==> config.mk <==
export PLATFORM = sky130hd
export DESIGN_NAME = game_input_conditioner_flat
export DESIGN_NICKNAME = d
export VERILOG_FILES = /design/src/rtl/game_input_if.sv /design/src/rtl/game_input_conditioner.sv /design/src/flat_wrapper.sv
export SDC_FILE = /design/constraint.sdc
export NUM_CORES = 1
export LEC_CHECK = 0
export BUFFER_PORTS_ARGS = -buffer_cell sky130_fd_sc_hd__buf_2
export CORE_AREA = 5 5 138 87
export DETAILED_ROUTE_END_ITERATION = 10
export DIE_AREA = 0 0 143 92
export PLACE_DENSITY = 0.87
export SLEW_MARGIN = 20
export SYNTH_ARGS = -nofsm -noshare
export SYNTH_HDL_FRONTEND = slang
export SYNTH_SLANG_ARGS = --single-unit
==> constraint.sdc <==
create_clock -name clk -period 3 [get_ports clk]
set_input_delay 0.15 -clock clk [delete_from_list [all_inputs] [get_ports clk]]
set_output_delay 0.15 -clock clk [all_outputs]
set_load 0.02 [all_outputs]
==> src/rtl/game_input_if.sv <==
// ----------------------------------------------------------------------------
// game_input_if
//   Bundles the raw board inputs and the conditioned outputs that feed
//   game_top.
//
//   Signals:
//     key_pin      raw asynchronous push-button
//     sw_pin[1:0]  raw asynchronous switch bank
//     key          debounced pressed level, active-high
//     key_press    one-cycle pulse when key rises
//     key_release  one-cycle pulse when key falls
//     key_repeat   one-cycle auto-repeat pulse while the button is held
//     sw[1:0]      debounced switches
//     sw_changed   one-cycle pulse when any sw bit flips
//
//   Modports:
//     master  board side: drives the pins, observes the conditioned outputs
//     slave   conditioner side: reads the pins, drives the conditioned outputs
// ----------------------------------------------------------------------------
interface game_input_if;
    logic       key_pin;
    logic [1:0] sw_pin;
    logic       key;
    logic       key_press;
    logic       key_release;
    logic       key_repeat;
    logic [1:0] sw;
    logic       sw_changed;

    modport master (
        output key_pin, sw_pin,
        input  key, key_press, key_release, key_repeat, sw, sw_changed
    );

    modport slave (
        input  key_pin, sw_pin,
        output key, key_press, key_release, key_repeat, sw, sw_changed
    );
endinterface

==> src/rtl/game_input_conditioner.sv <==
// ----------------------------------------------------------------------------
// game_input_conditioner
//   Synchronises and debounces the board push-button and 2-bit switch bank,
//   then derives press/release pulses, a hold-to-repeat pulse and a switch
//   change pulse, so game_top sees one clean event per physical action.
//
//   Ports:
//     clk    system clock
//     reset  synchronous, active-low reset
//     bus    game_input_if.slave: raw pins in, conditioned outputs out
//
//   Pipeline: pin -> sync1 -> sync2 -> debounce level -> registered outputs.
//   A pin change stable before edge 0 shows on key/sw at edge
//   DEBOUNCE_CYCLES+2, together with its pulse.
// ----------------------------------------------------------------------------
module game_input_conditioner #(
    parameter int unsigned DEBOUNCE_CYCLES = 50000,
    parameter int unsigned REPEAT_DELAY    = 25000000,
    parameter int unsigned REPEAT_PERIOD   = 6250000,
    parameter bit          KEY_ACTIVE_LOW  = 1'b1,
    parameter int unsigned COUNTER_WIDTH   = 26
) (
    input  logic        clk,
    input  logic        reset,
    game_input_if.slave bus
);

    // Bit 0 is the key, bits 2:1 are the switches.
    localparam logic [2:0] SYNC_RST = {2'b00, KEY_ACTIVE_LOW};

    localparam logic [COUNTER_WIDTH-1:0] DB_LAST = COUNTER_WIDTH'(DEBOUNCE_CYCLES - 1);
    localparam logic [COUNTER_WIDTH-1:0] RD_LAST = COUNTER_WIDTH'(REPEAT_DELAY - 1);
    localparam logic [COUNTER_WIDTH-1:0] RP_LAST = COUNTER_WIDTH'(REPEAT_PERIOD - 1);
    localparam logic [COUNTER_WIDTH-1:0] CNT_ONE = COUNTER_WIDTH'(1);
    localparam bit                       REPEAT_EN = (REPEAT_DELAY != 0);

    typedef enum logic [1:0] {
        IDLE,
        DELAY,
        REPEAT
    } rep_state_t;

    logic [2:0]               sync1;
    logic [2:0]               sync2;
    logic [2:0]               sample;
    logic [2:0]               level;
    logic [COUNTER_WIDTH-1:0] db_cnt [3];

    logic       key_q;
    logic       key_press_q;
    logic       key_release_q;
    logic       key_repeat_q;
    logic [1:0] sw_q;
    logic       sw_changed_q;

    rep_state_t               state;
    rep_state_t               state_next;
    logic [COUNTER_WIDTH-1:0] rc;
    logic [COUNTER_WIDTH-1:0] rc_next;
    logic                     repeat_next;
    logic                     key_rise;
    logic                     key_fall;

    // Polarity correction after the second flop, so the debouncer always
    // works on an active-high key.
    assign sample = {sync2[2:1], sync2[0] ^ KEY_ACTIVE_LOW};

    // ------------------------------------------------------------------
    // Synchronisers and per-bit stability counters
    // ------------------------------------------------------------------
    // NOTE: sequential state uses non-blocking assignments so every flop
    // samples the pre-edge value of its neighbours (sync2 sees old sync1).
    always_ff @(posedge clk) begin
        if (!reset) begin
            sync1 <= SYNC_RST;
            sync2 <= SYNC_RST;
            level <= '0;
            // NOTE: the counter array is only three registers, so it is
            // reset explicitly; a mid-debounce reset must restart counting.
            for (int i = 0; i < 3; i++) begin
                db_cnt[i] <= '0;
            end
        end else begin
            sync1 <= {bus.sw_pin, bus.key_pin};
            sync2 <= sync1;
            for (int i = 0; i < 3; i++) begin
                if (sample[i] == level[i]) begin
                    db_cnt[i] <= '0;
                end else if (db_cnt[i] == DB_LAST) begin
                    level[i]  <= sample[i];
                    db_cnt[i] <= '0;
                end else begin
                    db_cnt[i] <= db_cnt[i] + CNT_ONE;
                end
            end
        end
    end

    // The output stage lags the debounced level by one cycle, so a
    // mismatch between them is exactly the cycle an edge is published.
    assign key_rise = level[0] & ~key_q;
    assign key_fall = ~level[0] & key_q;

    // ------------------------------------------------------------------
    // Repeat FSM: next-state logic
    // ------------------------------------------------------------------
    always_comb begin
        // NOTE: defaults first, so no path through the case leaves a
        // signal unassigned and infers a latch.
        state_next  = state;
        rc_next     = rc;
        repeat_next = 1'b0;
        case (state)
            IDLE: begin
                if (key_rise && REPEAT_EN) begin
                    state_next = DELAY;
                    rc_next    = '0;
                end
            end
            DELAY: begin
                // Release wins over a coincident terminal count.
                if (key_fall) begin
                    state_next = IDLE;
                    rc_next    = '0;
                end else if (rc == RD_LAST) begin
                    repeat_next = 1'b1;
                    state_next  = REPEAT;
                    rc_next     = '0;
                end else begin
                    rc_next = rc + CNT_ONE;
                end
            end
            REPEAT: begin
                if (key_fall) begin
                    state_next = IDLE;
                    rc_next    = '0;
                end else if (rc == RP_LAST) begin
                    repeat_next = 1'b1;
                    rc_next     = '0;
                end else begin
                    rc_next = rc + CNT_ONE;
                end
            end
            default: begin
                state_next = IDLE;
                rc_next    = '0;
            end
        endcase
    end

    // ------------------------------------------------------------------
    // FSM state and registered outputs
    // ------------------------------------------------------------------
    always_ff @(posedge clk) begin
        if (!reset) begin
            state         <= IDLE;
            rc            <= '0;
            key_q         <= 1'b0;
            key_press_q   <= 1'b0;
            key_release_q <= 1'b0;
            key_repeat_q  <= 1'b0;
            sw_q          <= 2'b00;
            sw_changed_q  <= 1'b0;
        end else begin
            state         <= state_next;
            rc            <= rc_next;
            key_q         <= level[0];
            key_press_q   <= key_rise;
            key_release_q <= key_fall;
            key_repeat_q  <= repeat_next;
            sw_q          <= level[2:1];
            sw_changed_q  <= (level[2:1] != sw_q);
        end
    end

    assign bus.key         = key_q;
    assign bus.key_press   = key_press_q;
    assign bus.key_release = key_release_q;
    assign bus.key_repeat  = key_repeat_q;
    assign bus.sw          = sw_q;
    assign bus.sw_changed  = sw_changed_q;

endmodule

==> src/flat_wrapper.sv <==
// flat-port wrapper written by rule: the top's interface ports become plain ports
module game_input_conditioner_flat 
#(
    parameter int unsigned DEBOUNCE_CYCLES = 50000,
    parameter int unsigned REPEAT_DELAY    = 25000000,
    parameter int unsigned REPEAT_PERIOD   = 6250000,
    parameter bit          KEY_ACTIVE_LOW  = 1'b1,
    parameter int unsigned COUNTER_WIDTH   = 26
)
  (clk, reset, bus_key_pin, bus_sw_pin, bus_key, bus_key_press, bus_key_release, bus_key_repeat, bus_sw, bus_sw_changed);
  game_input_if bus_i ();
  input  logic clk;
  input  logic reset;
  input wire logic [$bits(bus_i.key_pin)-1:0] bus_key_pin;
  input wire logic [$bits(bus_i.sw_pin)-1:0] bus_sw_pin;
  output wire logic [$bits(bus_i.key)-1:0] bus_key;
  output wire logic [$bits(bus_i.key_press)-1:0] bus_key_press;
  output wire logic [$bits(bus_i.key_release)-1:0] bus_key_release;
  output wire logic [$bits(bus_i.key_repeat)-1:0] bus_key_repeat;
  output wire logic [$bits(bus_i.sw)-1:0] bus_sw;
  output wire logic [$bits(bus_i.sw_changed)-1:0] bus_sw_changed;
  assign bus_i.key_pin = bus_key_pin;
  assign bus_i.sw_pin = bus_sw_pin;
  assign bus_key = bus_i.key;
  assign bus_key_press = bus_i.key_press;
  assign bus_key_release = bus_i.key_release;
  assign bus_key_repeat = bus_i.key_repeat;
  assign bus_sw = bus_i.sw;
  assign bus_sw_changed = bus_i.sw_changed;
  game_input_conditioner #(.DEBOUNCE_CYCLES(DEBOUNCE_CYCLES), .REPEAT_DELAY(REPEAT_DELAY), .REPEAT_PERIOD(REPEAT_PERIOD), .KEY_ACTIVE_LOW(KEY_ACTIVE_LOW), .COUNTER_WIDTH(COUNTER_WIDTH)) u_core (.clk(clk), .reset(reset), .bus(bus_i));
endmodule
==> out/qor.txt <==
RSZ-0062 raised after global routing -> false
max-cap violations -> 0
die height -> 92 µm
Die W -> 143 µm
critical path's slowest cell -> nor2_2
Mean Syn Cell Area -> 10.0 µm²
post-DP HPWL -> 8580 µm
period utilization -> 82.8%
Pwr Total -> 3.95 mW
crit path buf inv count -> 1
worst slew pin tran -> 895 ps
P&R area growth vs syn -> 17.2%
Num CTS Buffers -> 17
Crit Path Class -> reg2reg
Synth Flop Type -> edfxtp_1
largest net degree at the start of global routing -> 28
final std cells w/o fill -> 864
crit-path max FO -> 15
Hold Startpoint -> reset
Fin Setup TNS -> 0 ps
CTS max path bufs -> 2
sequential cell area fraction in the yosys report -> 52.1%
vias in the first global route -> 4,503
Ys Warns -> 0
Resized Gates After CTS -> 0
Min Hold Slack -> 137 ps
Worst EP required -> 3270 ps
status -> completed
Arrival @ worst endpoint -> 2760 ps
Yosys reg bits -> 122
VDD IR max -> 0.449 mV
clk sinks -> 122
routed vias -> 4,715
GRT Total Usage -> 19.6%
Ports -> 12
number of hold violations in the final report -> 0
die area -> 13,200 µm²
total gr overflow -> 0
CTS Hold Bufs -> 3
number of DRC markers in iteration 0 -> 341
Post-synth EDFFs -> 78
DP Area -> 6660 µm²
Layout Nets -> 723
Crit path max-delay family -> simple AND/OR/NAND/NOR gates
Design Area, Final -> 7250 µm²
Pins Over Slew Limit -> 0
Final setup viols -> 0
Post-Synth XOR/XNOR Area -> 12.2%
routed wire length -> 12,200 µm
crit-path cells -> ha_1, inv_1, or2_1, nor4_4, o32ai_2, nor2_2, nor2_1
worst rel slew slack -> 39.8%
clock latency on the worst-skew pair -> 420 ps
root buf cell -> clkbuf_16
crit path launch -> u_core.rc[0]
Fill cells -> 778
Worst-path clk slew -> 50 ps
Setup crit end kind -> flip-flop
pwr dens -> 545 nW/µm²
largest stage delay on the critical path -> 520 ps
routability cong. -> 0.936
Antenna Violating Nets Remaining -> 0
Compound-Gate Fraction of Synth Area -> 4.00%
largest family of logic cells by synthesized area -> simple AND/OR/NAND/NOR gates
input/output buffers -> 11
f_max -> 402 MHz
setup ws final -> 515 ps
vias per inst -> 5.46
CTS HTree Levels -> 4
Reg-to-Reg Start -> u_core.rc[0]
antenna violations before repair -> 0
row count -> 29
CTS tree -> built
worst clock skew -> 11.9 ps
Inst Count DP -> 828
LEAKAGE -> 2.63 nW
layout cells sized above 1 -> 7.04%
Cell Area, Synth -> 6190 µm²
Setup WS pre-CTS -> 525 ps
core area -> 10,500 µm²
FFs w/ async S/R, synth -> 0%
critical path startpoint category -> flip-flop
drt wl/cell -> 14.2 µm
synth unique cells -> 51
Initial Utilization -> 59.0%
post-layout min period -> 2480 ps
Core Util, Final -> 69.2%
post-synthesis cell count -> 616
DRC viols -> 0
multiplexer area fraction after synthesis -> 0.970%
TritonRoute pass-1 iters -> 4
post-CTS setup buffer count -> 0
Adder-Cell Fraction of Synth Area -> 1.41%
Hold Path Class -> in2reg
first-pass GRT wire length -> 20,700 µm
Synth Area in Simple Gates -> 27.1%
==> worst paths after layout <==
path                                   endpoint  slack (ps)  cells past startpoint
worst max-delay path              u_core.rc[15]         520                      7
worst min-delay path            u_core.sync1[0]         140                      2
worst max register to register    u_core.rc[15]         520                      7
worst min register to register  u_core.sync2[0]         420                      1
==> cell families after synthesis <==
kind of cell	Yosys count
flops	122
fa+ha+maj	7
buf+inv	34
xor+xnor	86
simple gates	324
other cells	1
mux	6
compound gates	36
==> power breakdown <==
part	internal, mW	switching (mW)
clock	1.21	0.712
combinational	0.0524	0.0881
sequential	1.84	0.0517
total	3.10	0.852
==> registers in the layout, summed over array words and instances (netlist names) <==
register and flops:
u_core.bus.key_repeat 1, u_core.level 3, u_core.sync2 3, u_core.bus.sw_changed 1
u_core.sync1 3, u_core.state 2, u_core.bus.key_press 1, u_core.rc 26
u_core.bus.key_release 1, u_core.bus.sw 2, u_core.db_cnt 78, u_core.bus.key 1
==> cells in the mapped netlist (10+ instances only) <==
master,n,area [µm²]
nand4_1,26,163
and2_1,18,113
nand2_1,49,184
xor2_1,50,438
xnor2_1,36,315
dfxtp_1,44,881
clkbuf_1,13,48.8
nor2_1,108,405
nor3_1,10,50.1
nand3_1,33,165
and3_1,14,87.6
edfxtp_1,78,2340
inv_1,15,56.3
nor4_1,15,93.8
==> cell usage in the layout (no fill, tap or decap), types with 5 or more instances in the layout <==
cell type,instances
buf_2,11
o21ai_0,7
mux2i_1,6
xnor2_1,36
dfxtp_1,44
xor2_1,50
conb_1,78
inv_1,15
nand3_1,33
ha_1,7
and3_1,14
nor2b_1,9
clkbuf_8,5
edfxtp_1,78
and4_1,9
and2_1,18
clkbuf_16,18
or4_1,5
nor2_1,108
or3_1,5
nand4_1,26
nor3_1,10
a21oi_1,9
nor4_1,15
nand2_1,49
==> per-layer routing <==
| layer | vias up | track usage [%] | part of all wire, % |
|---|---|---|---|
| met5 | - | 0 | 0 |
| met3 | 16 | 5.41 | 4.9 |
| met4 | 0 | 6.96 | 1.1 |
| met1 | 2274 | 26.7 | 47 |
| li1 | 2309 | - | - |
| met2 | 116 | 30.2 | 47 |
==> cell type report <==
type                    count  area [µm²]  area share, %
flip-flops and latches    122        3220           44.4
multi-input cells         537        3120           43.0
clock buffers              26         531           7.31
well taps                 139         174           2.40
repair buffers             18         115           1.59
inverters                  15        56.3          0.776
clock inverters             6        33.8          0.466
diodes                      1        2.50         0.0345
Power figures use the tool's default switching activity.
